--- src/rtl/multicycle_control.sv ---
// Main control FSM for the multicycle RV32I datapath. It steps each instruction
// through fetch/decode/execute/memory/writeback and drives every datapath control.
module multicycle_control #(
   parameter bit HAS_MEM_READY = 1'b1
) (
   input  logic       clk,
   input  logic       rst,
   input  logic [6:0] opcode,
   input  logic       mem_ready,
   output logic       pc_write,
   output logic       pc_write_cond,
   output logic       pc_source,
   output logic       i_or_d,
   output logic       mem_read,
   output logic       mem_write,
   output logic       ir_write,
   output logic       mem_to_reg,
   output logic       reg_write,
   output logic       alu_src_a,
   output logic [1:0] alu_src_b,
   output logic [1:0] alu_op,
   output logic       instr_done,
   output logic       illegal,
   output logic [3:0] state
);

   typedef enum logic [3:0] {
      S_FETCH    = 4'd0,
      S_DECODE   = 4'd1,
      S_MEMADR   = 4'd2,
      S_MEMREAD  = 4'd3,
      S_MEMWB    = 4'd4,
      S_MEMWRITE = 4'd5,
      S_EXEC     = 4'd6,
      S_ALUWB    = 4'd7,
      S_BRANCH   = 4'd8
   } state_t;

   localparam logic [6:0] OP_R     = 7'b0110011;
   localparam logic [6:0] OP_LOAD  = 7'b0000011;
   localparam logic [6:0] OP_STORE = 7'b0100011;
   localparam logic [6:0] OP_BEQ   = 7'b1100011;

   localparam logic [1:0] SRCB_RS2  = 2'b00;
   localparam logic [1:0] SRCB_FOUR = 2'b01;
   localparam logic [1:0] SRCB_IMM  = 2'b10;

   localparam logic [1:0] ALUOP_ADD   = 2'b00;
   localparam logic [1:0] ALUOP_SUB   = 2'b01;
   localparam logic [1:0] ALUOP_FUNCT = 2'b10;

   typedef struct packed {
      logic       pc_write;
      logic       pc_write_cond;
      logic       pc_source;
      logic       i_or_d;
      logic       mem_read;
      logic       mem_write;
      logic       ir_write;
      logic       mem_to_reg;
      logic       reg_write;
      logic       alu_src_a;
      logic [1:0] alu_src_b;
      logic [1:0] alu_op;
      logic       instr_done;
      logic       illegal;
   } ctrl_t;

   state_t state_q;
   state_t state_d;
   ctrl_t  ctrl;
   logic   ready;
   logic   is_r;
   logic   is_load;
   logic   is_store;
   logic   is_beq;

   // Without a ready handshake the memory is assumed to answer in one cycle.
   assign ready = HAS_MEM_READY ? mem_ready : 1'b1;

   assign is_r     = (opcode == OP_R);
   assign is_load  = (opcode == OP_LOAD);
   assign is_store = (opcode == OP_STORE);
   assign is_beq   = (opcode == OP_BEQ);

   // NOTE: state registers use non-blocking assignment so every flop samples pre-edge values.
   always_ff @(posedge clk) begin
      if (rst) state_q <= S_FETCH;
      else     state_q <= state_d;
   end

   // NOTE: every output of this block gets a default first, so no path can infer a latch.
   always_comb begin
      state_d = S_FETCH;
      ctrl    = '0;
      ctrl.alu_src_b = SRCB_RS2;
      ctrl.alu_op    = ALUOP_ADD;

      case (state_q)
         S_FETCH: begin
            ctrl.mem_read  = 1'b1;
            ctrl.alu_src_b = SRCB_FOUR;
            ctrl.ir_write  = ready;
            ctrl.pc_write  = ready;
            state_d        = ready ? S_DECODE : S_FETCH;
         end
         S_DECODE: begin
            // Branch target is precomputed into ALUOut while the opcode is decoded.
            ctrl.alu_src_b = SRCB_IMM;
            if (is_load || is_store) state_d = S_MEMADR;
            else if (is_r)           state_d = S_EXEC;
            else if (is_beq)         state_d = S_BRANCH;
            else begin
               state_d      = S_FETCH;
               ctrl.illegal = 1'b1;
            end
         end
         S_MEMADR: begin
            ctrl.alu_src_a = 1'b1;
            ctrl.alu_src_b = SRCB_IMM;
            state_d        = is_load ? S_MEMREAD : S_MEMWRITE;
         end
         S_MEMREAD: begin
            ctrl.mem_read = 1'b1;
            ctrl.i_or_d   = 1'b1;
            state_d       = ready ? S_MEMWB : S_MEMREAD;
         end
         S_MEMWB: begin
            ctrl.reg_write  = 1'b1;
            ctrl.mem_to_reg = 1'b1;
            ctrl.instr_done = 1'b1;
            state_d         = S_FETCH;
         end
         S_MEMWRITE: begin
            ctrl.mem_write  = 1'b1;
            ctrl.i_or_d     = 1'b1;
            ctrl.instr_done = ready;
            state_d         = ready ? S_FETCH : S_MEMWRITE;
         end
         S_EXEC: begin
            ctrl.alu_src_a = 1'b1;
            ctrl.alu_op    = ALUOP_FUNCT;
            state_d        = S_ALUWB;
         end
         S_ALUWB: begin
            ctrl.reg_write  = 1'b1;
            ctrl.instr_done = 1'b1;
            state_d         = S_FETCH;
         end
         S_BRANCH: begin
            ctrl.alu_src_a     = 1'b1;
            ctrl.alu_op        = ALUOP_SUB;
            ctrl.pc_write_cond = 1'b1;
            ctrl.pc_source     = 1'b1;
            ctrl.instr_done    = 1'b1;
            state_d            = S_FETCH;
         end
         default: begin
            state_d = S_FETCH;
            ctrl    = '0;
         end
      endcase

      // Reset suppresses every enable at once, so an abandoned instruction never writes.
      if (rst) ctrl = '0;
   end

   assign pc_write      = ctrl.pc_write;
   assign pc_write_cond = ctrl.pc_write_cond;
   assign pc_source     = ctrl.pc_source;
   assign i_or_d        = ctrl.i_or_d;
   assign mem_read      = ctrl.mem_read;
   assign mem_write     = ctrl.mem_write;
   assign ir_write      = ctrl.ir_write;
   assign mem_to_reg    = ctrl.mem_to_reg;
   assign reg_write     = ctrl.reg_write;
   assign alu_src_a     = ctrl.alu_src_a;
   assign alu_src_b     = ctrl.alu_src_b;
   assign alu_op        = ctrl.alu_op;
   assign instr_done    = ctrl.instr_done;
   assign illegal       = ctrl.illegal;
   assign state         = state_q;

endmodule

--- config.mk ---
export PLATFORM = sky130hd
export DESIGN_NAME = multicycle_control
export DESIGN_NICKNAME = d
export VERILOG_FILES = /design/src/rtl/multicycle_control.sv
export SDC_FILE = /design/constraint.sdc
export NUM_CORES = 1
export LEC_CHECK = 0
export BUFFER_PORTS_ARGS = -buffer_cell sky130_fd_sc_hd__buf_2
export CORE_AREA = 5 5 42 44
export CTS_CLUSTER_DIAMETER = 30
export DETAILED_ROUTE_END_ITERATION = 6
export DIE_AREA = 0 0 47 49
export GPL_ROUTABILITY_DRIVEN = 0
export GPL_TIMING_DRIVEN = 0
export PLACE_DENSITY_LB_ADDON = 0.1
export SLEW_MARGIN = 0
export SYNTH_ARGS = -nofsm -noshare
export SYNTH_HDL_FRONTEND = slang
export SYNTH_SLANG_ARGS = --single-unit
--- constraint.sdc ---
create_clock -name clk -period 2.13 [get_ports clk]
set_input_delay 0.426 -clock clk [delete_from_list [all_inputs] [get_ports clk]]
set_output_delay 0.426 -clock clk [all_outputs]
set_load 0.02 [all_outputs]
* Yosys cells after proc, flatten, opt, wreduce, memory -nomap -nowiden
Index checks and enable logic that the tools add are counted.
Widths: inputs -> output; s select.
** Storage, ports and cells
- Bits in registers :: 4
- Output and inout port bits :: 20
- Logic and storage cells :: 45
** Operators by class
- Equality and inequality tests :: 12
- Muxes and demuxes :: 24
- Reduce and logical (&&, ||, !) cells :: 8
** Operators with widths (count)
- $pmux 4 s6 :: 1
- $eq 4x3->1 const B :: 4
- $mux 16 :: 1
- $eq 7x6->1 const B :: 2
- $mux 1 :: 12
- $mux 4 :: 3
- $mux 3 :: 3
- $eq 4x2->1 const B :: 2
- $pmux 2 s2 :: 2
- $reduce_or 2->1 :: 4
- $eq 7x2->1 const B :: 1
- $eq 7x7->1 const B :: 1
- $reduce_or 3->1 :: 2
- $eq 4x1->1 const B :: 1
- $eq 4x4->1 const B :: 1
- $logic_not 4->1 :: 1
- $mux 2 :: 1
- $pmux 1 s2 :: 1
- $logic_or 1x1->1 :: 1

* Logic depth before layout (Yosys ltp)
Gate-level depths: netlist of run 1.
- Depth after elaboration :: 6
- Mapped depth :: 6
- Mapped depth without buffers :: 4

* Worst setup path after synthesis of run 1
Ideal clock, no wire load.
- Path type :: register to output
- From :: reg state_q[3], in the netlist state[3]
- To :: out pc_write
- Arrival time :: 1.778 ns
- Data required time :: 1.704 ns
- Setup slack :: -0.074 ns
- Cell stages (with the launch flop) :: 7
- Path buffers :: 2
- Path through :: dfxtp_1 clkbuf_1 inv_1 nand2_1 nor3_1 and2_1 buf_4
** Between the ends
- Word-level cells in the longest chain between the ends :: 3
** RTL lines
- start, declared :: line 69 : state_t state_q;
- start signal, assigned :: line 89 : else state_q <= state_d;
- $logic_not 4->1 :: line 99 : case (state_q)
- $mux 1 :: line 99
- $mux 16 :: line 165 : if (rst) ctrl = '0;
- end, declared :: line 10 : output logic pc_write,
Every way passes these cells.

* Worst setup path after layout of run 1
- From :: reg state_q[1], in the netlist state[1]
- To :: out instr_done
** Between the ends
- Word-level cells in the longest chain between the ends :: 4
** RTL lines
- $eq 4x4->1 or $eq 4x3->1 (tied branches) :: line 99
- $reduce_or 3->1 (no line)
- $pmux 1 s2 (*) :: line 99
- $mux 16 (*) :: line 165
- end, declared :: line 22 : output logic instr_done,
Every way passes the cells marked *; elsewhere a longest branch is shown, timed or not.

==> run_summary.xml, run 1 <==
<?xml version="1.0" encoding="UTF-8"?>
<metrics>
  <group name="power_and_ir_drop">
    <metric name="powerDensity" unit="nW/um^2">359.5</metric>
    <metric name="peakVddDrop" unit="V">0.0003487</metric>
    <metric name="power_switching_share" unit="%">30.30</metric>
    <metric name="p_comb_share" unit="%">26.9</metric>
    <metric name="netSwitchingPower" unit="uW">71.68</metric>
    <metric name="power_leakage" unit="uW">0.0003335</metric>
    <metric name="internal_power" unit="uW">164.9</metric>
    <metric name="part_of_the_total_power_dissipated_in_the_clock_network" unit="%">40.5</metric>
    <metric name="sequentialPowerShare" unit="%">32.6</metric>
  </group>
  <group name="synthesis">
    <metric name="synth.area.top_cells" unit="">sky130_fd_sc_hd__dfxtp_1, sky130_fd_sc_hd__nor3_1, sky130_fd_sc_hd__nor2_1</metric>
    <metric name="syn_area" unit="sq um">466.7</metric>
    <metric name="post-synth-top-area-cell" unit="">sky130_fd_sc_hd__dfxtp_1</metric>
    <metric name="synth_top_area_share" unit="%">17.16</metric>
    <metric name="synth-warning-count" unit="">0</metric>
    <metric name="ys_seq_area_share" unit="%">17.16</metric>
    <metric name="synthesis.instances" unit="">72</metric>
    <metric name="syn-num-nets" unit="">82</metric>
    <metric name="syn-mean-instance-area" unit="sq um">6.482</metric>
    <metric name="count_of_state_elements_after_synthesis" unit="">4</metric>
    <metric name="netlist-cell-type-count" unit="">29</metric>
  </group>
  <group name="cts">
    <metric name="numClockSinks" unit="">4</metric>
    <metric name="ctsRootBufferMaster" unit="">sky130_fd_sc_hd__clkbuf_4</metric>
    <metric name="tritoncts_clock_tree" unit="">built</metric>
    <metric name="cts.reportedPaths.clkPinSlew" unit="ns">0.03</metric>
    <metric name="cts-resized-gates" unit="">0</metric>
    <metric name="clock_path_buffers" unit="">2</metric>
    <metric name="cts-buffers-inserted" unit="">3</metric>
    <metric name="holdBufCountCts" unit="">0</metric>
    <metric name="clock_latency_on_the_worst_skew_pair" unit="ns">0.24</metric>
    <metric name="post_cts_buffers" unit="">0</metric>
    <metric name="ctsHtreeMaxLevel" unit="">1</metric>
  </group>
  <group name="floorplan">
    <metric name="floorplan.rows" unit="">14</metric>
    <metric name="design.core.area" unit="sq um">1401</metric>
    <metric name="die_y" unit="um">49</metric>
    <metric name="floorplan.initialDensity" unit="%">33.30</metric>
    <metric name="pin_count" unit="">30</metric>
    <metric name="die_area" unit="sq um">2303</metric>
    <metric name="dieWidth" unit="um">47</metric>
  </group>
  <group name="status">
    <metric name="outcome" unit="">finished, final reports clean</metric>
  </group>
  <group name="placed_design">
    <metric name="place_hpwl" unit="um">1101</metric>
    <metric name="detailedPlace.worstSlack" unit="ns">0.2265</metric>
    <metric name="placed_cell_area" unit="sq um">636.9</metric>
    <metric name="buffer_ports.inserted" unit="">29</metric>
  </group>
  <group name="sta">
    <metric name="hold-worst-slack" unit="ns">0.4185</metric>
    <metric name="fin_tns_setup" unit="ns">0</metric>
    <metric name="post-route-worst-setup-slack" unit="ns">0.2317</metric>
    <metric name="final-max-slew-violation-count" unit="">0</metric>
    <metric name="hold_viol" unit="">0</metric>
    <metric name="actual_slew_at_the_worst_max_slew_pin" unit="ns">0.2828</metric>
    <metric name="fin_skew" unit="ns">0.008084</metric>
    <metric name="period_needed" unit="ns">1.898</metric>
    <metric name="slew_headroom" unit="%">81.08</metric>
    <metric name="period_utilization" unit="%">89.12</metric>
    <metric name="setup_viols_final" unit="">0</metric>
    <metric name="rsz_0062_raised_after_global_routing" unit="">no</metric>
    <metric name="achievable-frequency" unit="MHz">526.8</metric>
  </group>
  <group name="worst_setup_path">
    <metric name="critPathLaunchType" unit="">flop</metric>
    <metric name="critical_path.reg2reg.endpoint" unit="">state[1]</metric>
    <metric name="crit_path_end_kind" unit="">primary output</metric>
    <metric name="worstRegToRegCells" unit="">5</metric>
    <metric name="critPathMaxFanout" unit="">10</metric>
    <metric name="critPathArrivalTime" unit="ns">1.47</metric>
    <metric name="crit_type" unit="">flop to primary output</metric>
    <metric name="rr_startpoint" unit="">state[0]</metric>
    <metric name="critical_path_required" unit="ns">1.70</metric>
    <metric name="setup.reg_to_reg.worst_slack" unit="ns">0.83</metric>
  </group>
  <group name="drt">
    <metric name="first_iter_violations" unit="">3</metric>
    <metric name="drtPass1Iterations" unit="">4</metric>
    <metric name="remaining_drc_errors" unit="">0</metric>
    <metric name="vias_per_cell" unit="">5.000</metric>
    <metric name="detail-route-antenna-nets" unit="">0</metric>
    <metric name="routed_wl" unit="um">1383</metric>
    <metric name="via_count" unit="">595</metric>
    <metric name="avgRoutedWirePerCell" unit="um">11.62</metric>
  </group>
  <group name="hold_path">
    <metric name="worst_hold_path.num_cells" unit="">2</metric>
    <metric name="hold_start" unit="">opcode[4]</metric>
    <metric name="classification_of_the_worst_slack_hold_path" unit="">input port to flop</metric>
    <metric name="holdPathEnd" unit="">state[3]</metric>
  </group>
  <group name="final_layout">
    <metric name="layout-drive-gt1-share" unit="%">38.83</metric>
    <metric name="finalNetCount" unit="">115</metric>
    <metric name="layout.filler_cells" unit="">174</metric>
    <metric name="area_growth" unit="%">41.02</metric>
    <metric name="max_ffs_per_register" unit="">4</metric>
    <metric name="n_antenna_cell" unit="">0</metric>
    <metric name="finish.instance_area" unit="sq um">658.1</metric>
  </group>
  <group name="global_routing">
    <metric name="grt_antenna_before_repair" unit="">0</metric>
    <metric name="overflow_left_after_global_routing" unit="">0</metric>
    <metric name="grt_usage" unit="%">12.87</metric>
    <metric name="grt_max_degree" unit="">11</metric>
    <metric name="global_route_wire_length_before_repair" unit="um">2242</metric>
    <metric name="grt_pass1_vias" unit="">527</metric>
  </group>
  <group name="job">
    <metric name="maxCapViolations" unit="">0</metric>
  </group>
</metrics>
## logic make-up after synthesis
family / after synthesis / synth area share [%]
fa+ha+maj: 1 / 2.145
xor+xnor: 3 / 5.631
compound gates: 9 / 13.94
mux: 1 / 2.145
buf+inv: 10 / 11.80
flops: 4 / 17.16
simple gates: 44 / 47.19
## routing by layer
layer | wire length (um) | track usage [%]
met2 | 634 | 20.36
met5 | 0 | 0
met3 | 106 | 5.535
met1 | 627 | 15.75
met4 | 13 | 2.765
## worst max-delay path: stages, from the launching register on
cell,delay [ns]
sky130_fd_sc_hd__dfxtp_1,0.34
sky130_fd_sc_hd__buf_4,0.19
sky130_fd_sc_hd__inv_1,0.07
sky130_fd_sc_hd__nor2_1,0.25
sky130_fd_sc_hd__a32oi_1,0.14
sky130_fd_sc_hd__nor2_1,0.09
sky130_fd_sc_hd__buf_2,0.16
## layout by cell type, fill, tap and decap left out, types with 2 or more instances in the layout
cell type                  count
sky130_fd_sc_hd__inv_1         3
sky130_fd_sc_hd__nand2_1       6
sky130_fd_sc_hd__dfxtp_1       4
sky130_fd_sc_hd__nor2_1       14
sky130_fd_sc_hd__nor3_1       10
sky130_fd_sc_hd__xnor2_1       2
sky130_fd_sc_hd__o22ai_1       2
sky130_fd_sc_hd__a32oi_1       2
sky130_fd_sc_hd__buf_4         4
sky130_fd_sc_hd__nand2b_1      3
sky130_fd_sc_hd__buf_2        31
sky130_fd_sc_hd__clkbuf_4      3
## power by group through the flow
stage | Combinational [uW] | Sequential [uW] | Clock, uW
5_1_grt | 70.1 | 77.0 | 106
4_1_cts | 63.9 | 77.0 | 99.0
3_3_place_gp | 63.1 | 78.1 | 0
2_1_floorplan | 37.2 | 79.7 | 0
3_5_place_dp | 63.6 | 78.2 | 0
6_report | 63.7 | 77.0 | 95.8
## synthesized netlist by cell type
library cell,count
sky130_fd_sc_hd__a211oi_1,1
sky130_fd_sc_hd__a21boi_1,1
sky130_fd_sc_hd__a221oi_1,1
sky130_fd_sc_hd__a31oi_1,1
sky130_fd_sc_hd__a32oi_1,2
sky130_fd_sc_hd__and2_1,1
sky130_fd_sc_hd__and3_1,1
sky130_fd_sc_hd__buf_2,2
sky130_fd_sc_hd__buf_4,4
sky130_fd_sc_hd__clkbuf_1,1
sky130_fd_sc_hd__dfxtp_1,4
sky130_fd_sc_hd__inv_1,3
sky130_fd_sc_hd__maj3_1,1
sky130_fd_sc_hd__mux2i_1,1
sky130_fd_sc_hd__nand2_1,7
sky130_fd_sc_hd__nand2b_1,3
sky130_fd_sc_hd__nand3_1,1
sky130_fd_sc_hd__nand4bb_1,1
sky130_fd_sc_hd__nor2_1,14
sky130_fd_sc_hd__nor2b_1,1
sky130_fd_sc_hd__nor3_1,11
sky130_fd_sc_hd__nor3b_1,1
sky130_fd_sc_hd__nor4bb_1,1
sky130_fd_sc_hd__o21ai_0,1
sky130_fd_sc_hd__o22ai_1,2
sky130_fd_sc_hd__or3_1,1
sky130_fd_sc_hd__or3b_1,1
sky130_fd_sc_hd__xnor2_1,2
sky130_fd_sc_hd__xor2_1,1
## area by class of cell
| cell class | instances | area [sq um] | area share [%] |
|---|---|---|---|
| inverter | 3 | 11.26 | 1.711 |
| clock buffer | 3 | 22.52 | 3.422 |
| timing repair buffer | 29 | 145.1 | 22.05 |
| buffer | 6 | 40.04 | 6.084 |
| sequential | 4 | 80.08 | 12.17 |
| multi-input combinational | 58 | 339.1 | 51.52 |
| tap | 16 | 20.02 | 3.042 |
## metrics by stage
stage | power [uW] | utilization (%) | cells
5_1_grt | 253.0 | 46.96 | 119
3_3_place_gp | 141.2 | 45.45 | 117
2_1_floorplan | 116.9 | - | 72
4_1_cts | 239.9 | 47.05 | 120
3_5_place_dp | 141.8 | 45.45 | 117
6_report | 236.6 | 46.96 | 119
## worst max-delay path by stage
stage | slack [ns] | end | startpoint
6_report | 0.23 | instr_done | state[1]
5_1_grt | 0.04 | pc_write | state[2]
4_1_cts | 0.05 | pc_write | state[3]
3_5_place_dp | 0.23 | pc_write | rst
3_3_place_gp | 0.23 | pc_write | rst
2_1_floorplan | 0.14 | pc_write | state[3]
Power figures use the tool's default switching activity.
==> inputs of run 2 (changes only) <==
Settings changed: PLACE_DENSITY from default to 0.68, PLACE_DENSITY_LB_ADDON 0.1 to default, SLEW_MARGIN 0 to default.
==> run 2 against run 1 <==
Compared with the run above: utilization is 0.18 points lower; clock power decreased by 0.9%; routed wire length up 2.7%; cell count is the same; clock skew decreased by 0.0025 ns; die area is the same; first-iteration DRC count grew to 3.3 times the previous value; flip-flop and latch count did not move.
==> run_summary.xml, run 2 (synthesis gave the netlist of run 1 again) <==
<?xml version="1.0" encoding="UTF-8"?>
<metrics>
  <group name="status">
    <metric name="outcome" unit="">finished, final reports clean</metric>
  </group>
  <group name="sta">
    <metric name="achievable-frequency" unit="MHz">510.4</metric>
    <metric name="fin_skew" unit="ns">0.005572</metric>
    <metric name="setup_viols_final" unit="">0</metric>
    <metric name="period_utilization" unit="%">91.98</metric>
    <metric name="slew_headroom" unit="%">81.08</metric>
    <metric name="fin_tns_setup" unit="ns">0</metric>
    <metric name="post-route-worst-setup-slack" unit="ns">0.1708</metric>
    <metric name="final-max-slew-violation-count" unit="">0</metric>
    <metric name="hold_viol" unit="">0</metric>
    <metric name="actual_slew_at_the_worst_max_slew_pin" unit="ns">0.2828</metric>
    <metric name="rsz_0062_raised_after_global_routing" unit="">no</metric>
    <metric name="period_needed" unit="ns">1.959</metric>
  </group>
  <group name="placed_design">
    <metric name="detailedPlace.worstSlack" unit="ns">0.2285</metric>
    <metric name="buffer_ports.inserted" unit="">29</metric>
    <metric name="place_hpwl" unit="um">1114</metric>
  </group>
  <group name="cts">
    <metric name="numClockSinks" unit="">4</metric>
    <metric name="clock_latency_on_the_worst_skew_pair" unit="ns">0.24</metric>
    <metric name="cts-resized-gates" unit="">0</metric>
    <metric name="post_cts_buffers" unit="">0</metric>
    <metric name="holdBufCountCts" unit="">0</metric>
    <metric name="ctsHtreeMaxLevel" unit="">1</metric>
    <metric name="tritoncts_clock_tree" unit="">built</metric>
    <metric name="ctsRootBufferMaster" unit="">sky130_fd_sc_hd__clkbuf_4</metric>
    <metric name="cts-buffers-inserted" unit="">3</metric>
    <metric name="cts.reportedPaths.clkPinSlew" unit="ns">0.04</metric>
    <metric name="clock_path_buffers" unit="">2</metric>
  </group>
  <group name="floorplan">
    <metric name="die_y" unit="um">49</metric>
    <metric name="dieWidth" unit="um">47</metric>
    <metric name="floorplan.initialDensity" unit="%">33.30</metric>
    <metric name="pin_count" unit="">30</metric>
    <metric name="floorplan.rows" unit="">14</metric>
    <metric name="design.core.area" unit="sq um">1401</metric>
    <metric name="die_area" unit="sq um">2303</metric>
  </group>
  <group name="hold_path">
    <metric name="classification_of_the_worst_slack_hold_path" unit="">input port to flop</metric>
    <metric name="hold_start" unit="">opcode[4]</metric>
  </group>
  <group name="global_routing">
    <metric name="overflow_left_after_global_routing" unit="">0</metric>
    <metric name="grt_antenna_before_repair" unit="">0</metric>
    <metric name="grt_max_degree" unit="">11</metric>
    <metric name="grt_pass1_vias" unit="">587</metric>
    <metric name="grt_usage" unit="%">13.91</metric>
    <metric name="global_route_wire_length_before_repair" unit="um">2456</metric>
  </group>
  <group name="drt">
    <metric name="first_iter_violations" unit="">10</metric>
    <metric name="vias_per_cell" unit="">5.092</metric>
    <metric name="detail-route-antenna-nets" unit="">0</metric>
    <metric name="drtPass1Iterations" unit="">4</metric>
    <metric name="via_count" unit="">606</metric>
    <metric name="remaining_drc_errors" unit="">0</metric>
    <metric name="routed_wl" unit="um">1420</metric>
    <metric name="avgRoutedWirePerCell" unit="um">11.93</metric>
  </group>
  <group name="power_and_ir_drop">
    <metric name="finalPower" unit="uW">235.5</metric>
    <metric name="peakVddDrop" unit="V">0.0002650</metric>
    <metric name="powerDensity" unit="nW/um^2">359.1</metric>
    <metric name="power_leakage" unit="uW">0.0003336</metric>
  </group>
  <group name="final_layout">
    <metric name="finalNetCount" unit="">115</metric>
    <metric name="area_growth" unit="%">40.48</metric>
    <metric name="layout.cells.most_common_list" unit="">sky130_fd_sc_hd__buf_2, sky130_fd_sc_hd__nor2_1, sky130_fd_sc_hd__nor3_1</metric>
    <metric name="max_ffs_per_register" unit="">4</metric>
    <metric name="layout.cells.most_common" unit="">sky130_fd_sc_hd__buf_2</metric>
    <metric name="layout-drive-gt1-share" unit="%">37.86</metric>
    <metric name="n_antenna_cell" unit="">0</metric>
    <metric name="final_core_utilization" unit="%">46.79</metric>
  </group>
  <group name="worst_setup_path">
    <metric name="critPathMaxFanout" unit="">6</metric>
    <metric name="rr_startpoint" unit="">state[0]</metric>
    <metric name="crit_path_end_kind" unit="">primary output</metric>
    <metric name="critical_path_required" unit="ns">1.70</metric>
    <metric name="critPathLaunch" unit="">state[2]</metric>
    <metric name="crit_type" unit="">flop to primary output</metric>
    <metric name="critPathArrivalTime" unit="ns">1.53</metric>
    <metric name="critPathLaunchType" unit="">flop</metric>
  </group>
  <group name="job">
    <metric name="maxCapViolations" unit="">0</metric>
  </group>
</metrics>
## run 2: stage by stage
stage	hold WS, ns	instance area [sq um]	std cells
detailed placement	0.6676	636.9	117
global placement	0.6581	636.9	117
finish	0.4331	655.6	119
global route	0.4322	655.6	119
CTS	0.4239	659.4	120
floorplan	0.5028	471.7	72
## run 2: report_power, final
group	switching, uW	total (uW)	internal (uW)
Combinational	38.5	63.5	25.1
Clock	31.8	94.9	63.1
Sequential	0.571	77.1	76.5
Total	70.8	235	165
## run 2: final cells by class
type                            count  area [sq um]
Sequential cell                     4         80.08
Fill cell                         163         745.7
Inverter                            3         11.26
Multi-Input combinational cell     58         336.6
Buffer                              6         40.04
Timing Repair Buffer               29         145.1
Tap cell                           16         20.02
Clock buffer                        3         22.52
## run 2: path summary, 6_finish.rpt
| path | slack, ns | cells after the start | end |
|---|---|---|---|
| max | 0.17 | 6 | pc_write |
| min | 0.43 | 2 | state[3] |
| max reg2reg | 0.90 | 5 | state[1] |
| min reg2reg | 0.61 | 1 | state[0] |
## run 2: worst max-delay path: stages (launching register included)
cell and delay (ns):
sky130_fd_sc_hd__dfxtp_1 0.35, sky130_fd_sc_hd__nor2_1 0.21, sky130_fd_sc_hd__nand2_1 0.19, sky130_fd_sc_hd__nor3_2 0.15, sky130_fd_sc_hd__and2_1 0.15, sky130_fd_sc_hd__buf_4 0.10, sky130_fd_sc_hd__buf_2 0.15
## run 2: layer usage
metal  share of wire, %  track usage (%)  wire length [um]  up-vias
li1                   -                -                 -      314
met1                 42            18.12               597      271
met2                 52            20.81               732       21
met3                6.3            3.690                89        0
met4                  0            5.991                 0        0
met5                  0                0                 0        -
==> inputs of run 3 (changes only) <==
Settings changed: REMOVE_ABC_BUFFERS from default to 1.
==> run 3 against run 2 <==
Compared with the run above: global-route usage decreased by 1.2 points; combinational power decreased by 15%; setup slack improved by 0.050 ns; non-clock buffer count decreased by 6; via count decreased by 4.3%; sequential share of layout area increased by 1.4 points; utilization decreased by 2.8 points; first-iteration DRC count increased by 30%.
==> run_summary.xml, run 3 (synthesis gave the netlist of run 1 again) <==
<?xml version="1.0" encoding="UTF-8"?>
<metrics>
  <group name="status">
    <metric name="outcome" unit="">finished, final reports clean</metric>
  </group>
  <group name="worst_setup_path">
    <metric name="critPathLaunch" unit="">state[2]</metric>
    <metric name="critical_path_required" unit="ns">1.70</metric>
    <metric name="critPathLaunchType" unit="">flop</metric>
    <metric name="rr_startpoint" unit="">state[0]</metric>
    <metric name="critical_path.reg2reg.endpoint" unit="">state[2]</metric>
    <metric name="crit_path_end_kind" unit="">primary output</metric>
    <metric name="crit_type" unit="">flop to primary output</metric>
    <metric name="worstRegToRegCells" unit="">4</metric>
    <metric name="setup.reg_to_reg.worst_slack" unit="ns">0.82</metric>
    <metric name="critPathArrivalTime" unit="ns">1.48</metric>
    <metric name="critPathMaxFanout" unit="">15</metric>
    <metric name="crit_path_end" unit="">pc_write</metric>
  </group>
  <group name="floorplan">
    <metric name="die_y" unit="um">49</metric>
    <metric name="dieWidth" unit="um">47</metric>
    <metric name="die_area" unit="sq um">2303</metric>
    <metric name="floorplan.rows" unit="">14</metric>
    <metric name="floorplan.initialDensity" unit="%">33.30</metric>
    <metric name="design.core.area" unit="sq um">1401</metric>
    <metric name="pin_count" unit="">30</metric>
  </group>
  <group name="sta">
    <metric name="slew_headroom" unit="%">80.69</metric>
    <metric name="fin_tns_setup" unit="ns">0</metric>
    <metric name="final-max-slew-violation-count" unit="">0</metric>
    <metric name="rsz_0062_raised_after_global_routing" unit="">no</metric>
    <metric name="hold_viol" unit="">0</metric>
    <metric name="setup_viols_final" unit="">0</metric>
    <metric name="period_needed" unit="ns">1.909</metric>
    <metric name="achievable-frequency" unit="MHz">523.9</metric>
    <metric name="actual_slew_at_the_worst_max_slew_pin" unit="ns">0.2896</metric>
    <metric name="fin_skew" unit="ns">0.005682</metric>
    <metric name="period_utilization" unit="%">89.61</metric>
  </group>
  <group name="final_layout">
    <metric name="finalNetCount" unit="">109</metric>
    <metric name="layout.cells.most_common" unit="">sky130_fd_sc_hd__buf_2</metric>
    <metric name="max_ffs_per_register" unit="">4</metric>
    <metric name="layout-drive-gt1-share" unit="%">37.11</metric>
    <metric name="final_core_utilization" unit="%">44.02</metric>
    <metric name="layout.cells.most_common_list" unit="">sky130_fd_sc_hd__buf_2, sky130_fd_sc_hd__nor2_1, sky130_fd_sc_hd__nor3_1</metric>
    <metric name="area_growth" unit="%">32.17</metric>
    <metric name="finish.cell_count_without_fillers" unit="">113</metric>
    <metric name="n_antenna_cell" unit="">0</metric>
  </group>
  <group name="power_and_ir_drop">
    <metric name="powerDensity" unit="nW/um^2">375.9</metric>
    <metric name="peakVddDrop" unit="V">0.0003190</metric>
    <metric name="power_leakage" unit="uW">0.0003008</metric>
  </group>
  <group name="cts">
    <metric name="numClockSinks" unit="">4</metric>
    <metric name="post_cts_buffers" unit="">0</metric>
    <metric name="clock_path_buffers" unit="">2</metric>
    <metric name="clock_latency_on_the_worst_skew_pair" unit="ns">0.24</metric>
    <metric name="cts-buffers-inserted" unit="">3</metric>
    <metric name="tritoncts_clock_tree" unit="">built</metric>
    <metric name="ctsHtreeMaxLevel" unit="">1</metric>
    <metric name="ctsRootBufferMaster" unit="">sky130_fd_sc_hd__clkbuf_4</metric>
    <metric name="cts.reportedPaths.clkPinSlew" unit="ns">0.04</metric>
  </group>
  <group name="drt">
    <metric name="remaining_drc_errors" unit="">0</metric>
    <metric name="detail-route-antenna-nets" unit="">0</metric>
    <metric name="avgRoutedWirePerCell" unit="um">11.53</metric>
    <metric name="via_count" unit="">580</metric>
    <metric name="drtPass1Iterations" unit="">4</metric>
    <metric name="routed_wl" unit="um">1303</metric>
    <metric name="first_iter_violations" unit="">13</metric>
    <metric name="vias_per_cell" unit="">5.133</metric>
  </group>
  <group name="global_routing">
    <metric name="overflow_left_after_global_routing" unit="">0</metric>
    <metric name="met2_usage" unit="%">17.65</metric>
    <metric name="global_route_wire_length_before_repair" unit="um">2187</metric>
    <metric name="grt_pass1_vias" unit="">525</metric>
    <metric name="grt.met1_usage" unit="%">17.40</metric>
    <metric name="grt_max_degree" unit="">19</metric>
    <metric name="global_route.peak_usage_layer" unit="">met2</metric>
    <metric name="grt_antenna_before_repair" unit="">0</metric>
    <metric name="grt_usage" unit="%">12.76</metric>
    <metric name="globalRouteMet3Util" unit="%">4.428</metric>
  </group>
  <group name="placed_design">
    <metric name="buffer_ports.inserted" unit="">29</metric>
    <metric name="place_hpwl" unit="um">975.6</metric>
    <metric name="place.detailed.instances" unit="">110</metric>
  </group>
  <group name="job">
    <metric name="maxCapViolations" unit="">0</metric>
  </group>
  <group name="hold_path">
    <metric name="classification_of_the_worst_slack_hold_path" unit="">input port to flop</metric>
  </group>
</metrics>
-- run 3: cell count changes in the layout (fill, tap and decap cells not counted), sizes merged --
| cell | delta |
|---|---|
| buf | -6 |
-- run 3: worst max-delay path: stages, from the launching register on --
cell	delay (ns)
sky130_fd_sc_hd__dfxtp_2	0.40
sky130_fd_sc_hd__nor2_2	0.17
sky130_fd_sc_hd__nand2_1	0.16
sky130_fd_sc_hd__nor3_1	0.19
sky130_fd_sc_hd__and2_1	0.16
sky130_fd_sc_hd__buf_2	0.16
-- run 3: repair_timing --
action | CTS | global route
gates resized for setup | 0 | 4
endpoints found under the setup margin | 0 | 6
hold buffers | 0 | 0
-- run 3: final cells by class --
class                           instances  area, sq um
Inverter                                3        11.26
Sequential cell                         4        83.83
Clock buffer                            3        22.52
Tap cell                               16        20.02
Multi-Input combinational cell         58        334.1
Timing Repair Buffer                   29        145.1
Fill cell                             155        784.5
-- run 3: power by group --
part	internal [uW]	leakage [uW]	total (uW)	switching (uW)
clock network	63.2	0.0000138	96.1	33.0
registers	76.7	0.0000338	81.8	5.04
logic	21.6	0.000253	54.0	32.4
total	161	0.000301	232	70.4
-- run 3: how the worst min path moves through the flow --
stage | start | end | slack, ns | depth (start not counted)
floorplan | rst | state[0] | 0.50 | 1
global route | opcode[4] | state[3] | 0.41 | 2
global placement | state[3] | state[0] | 0.62 | 1
detailed placement | state[3] | state[0] | 0.60 | 1
CTS | opcode[4] | state[3] | 0.42 | 2
finish | opcode[4] | state[3] | 0.43 | 2
-- run 3: metal layers --
metal	share of wire, %	wire (um)
met5	0	0
met4	1.2	15
met3	7.5	98
met2	47	618
met1	44	570
-- run 3: stage by stage --
step                      setup slack [ns]  total power [uW]  hold WS, ns  instance area (sq um)
final                               0.2212             231.9       0.4289                  616.8
after global routing               0.03017             255.1       0.4128                  616.8
after CTS                          0.05720             237.4       0.4173                  610.6
after detailed placement            0.2929             136.3       0.6027                  588.1
after global placement              0.3088             135.9       0.6185                  588.1
after floorplan                   -0.08761             112.4       0.5028                  422.9
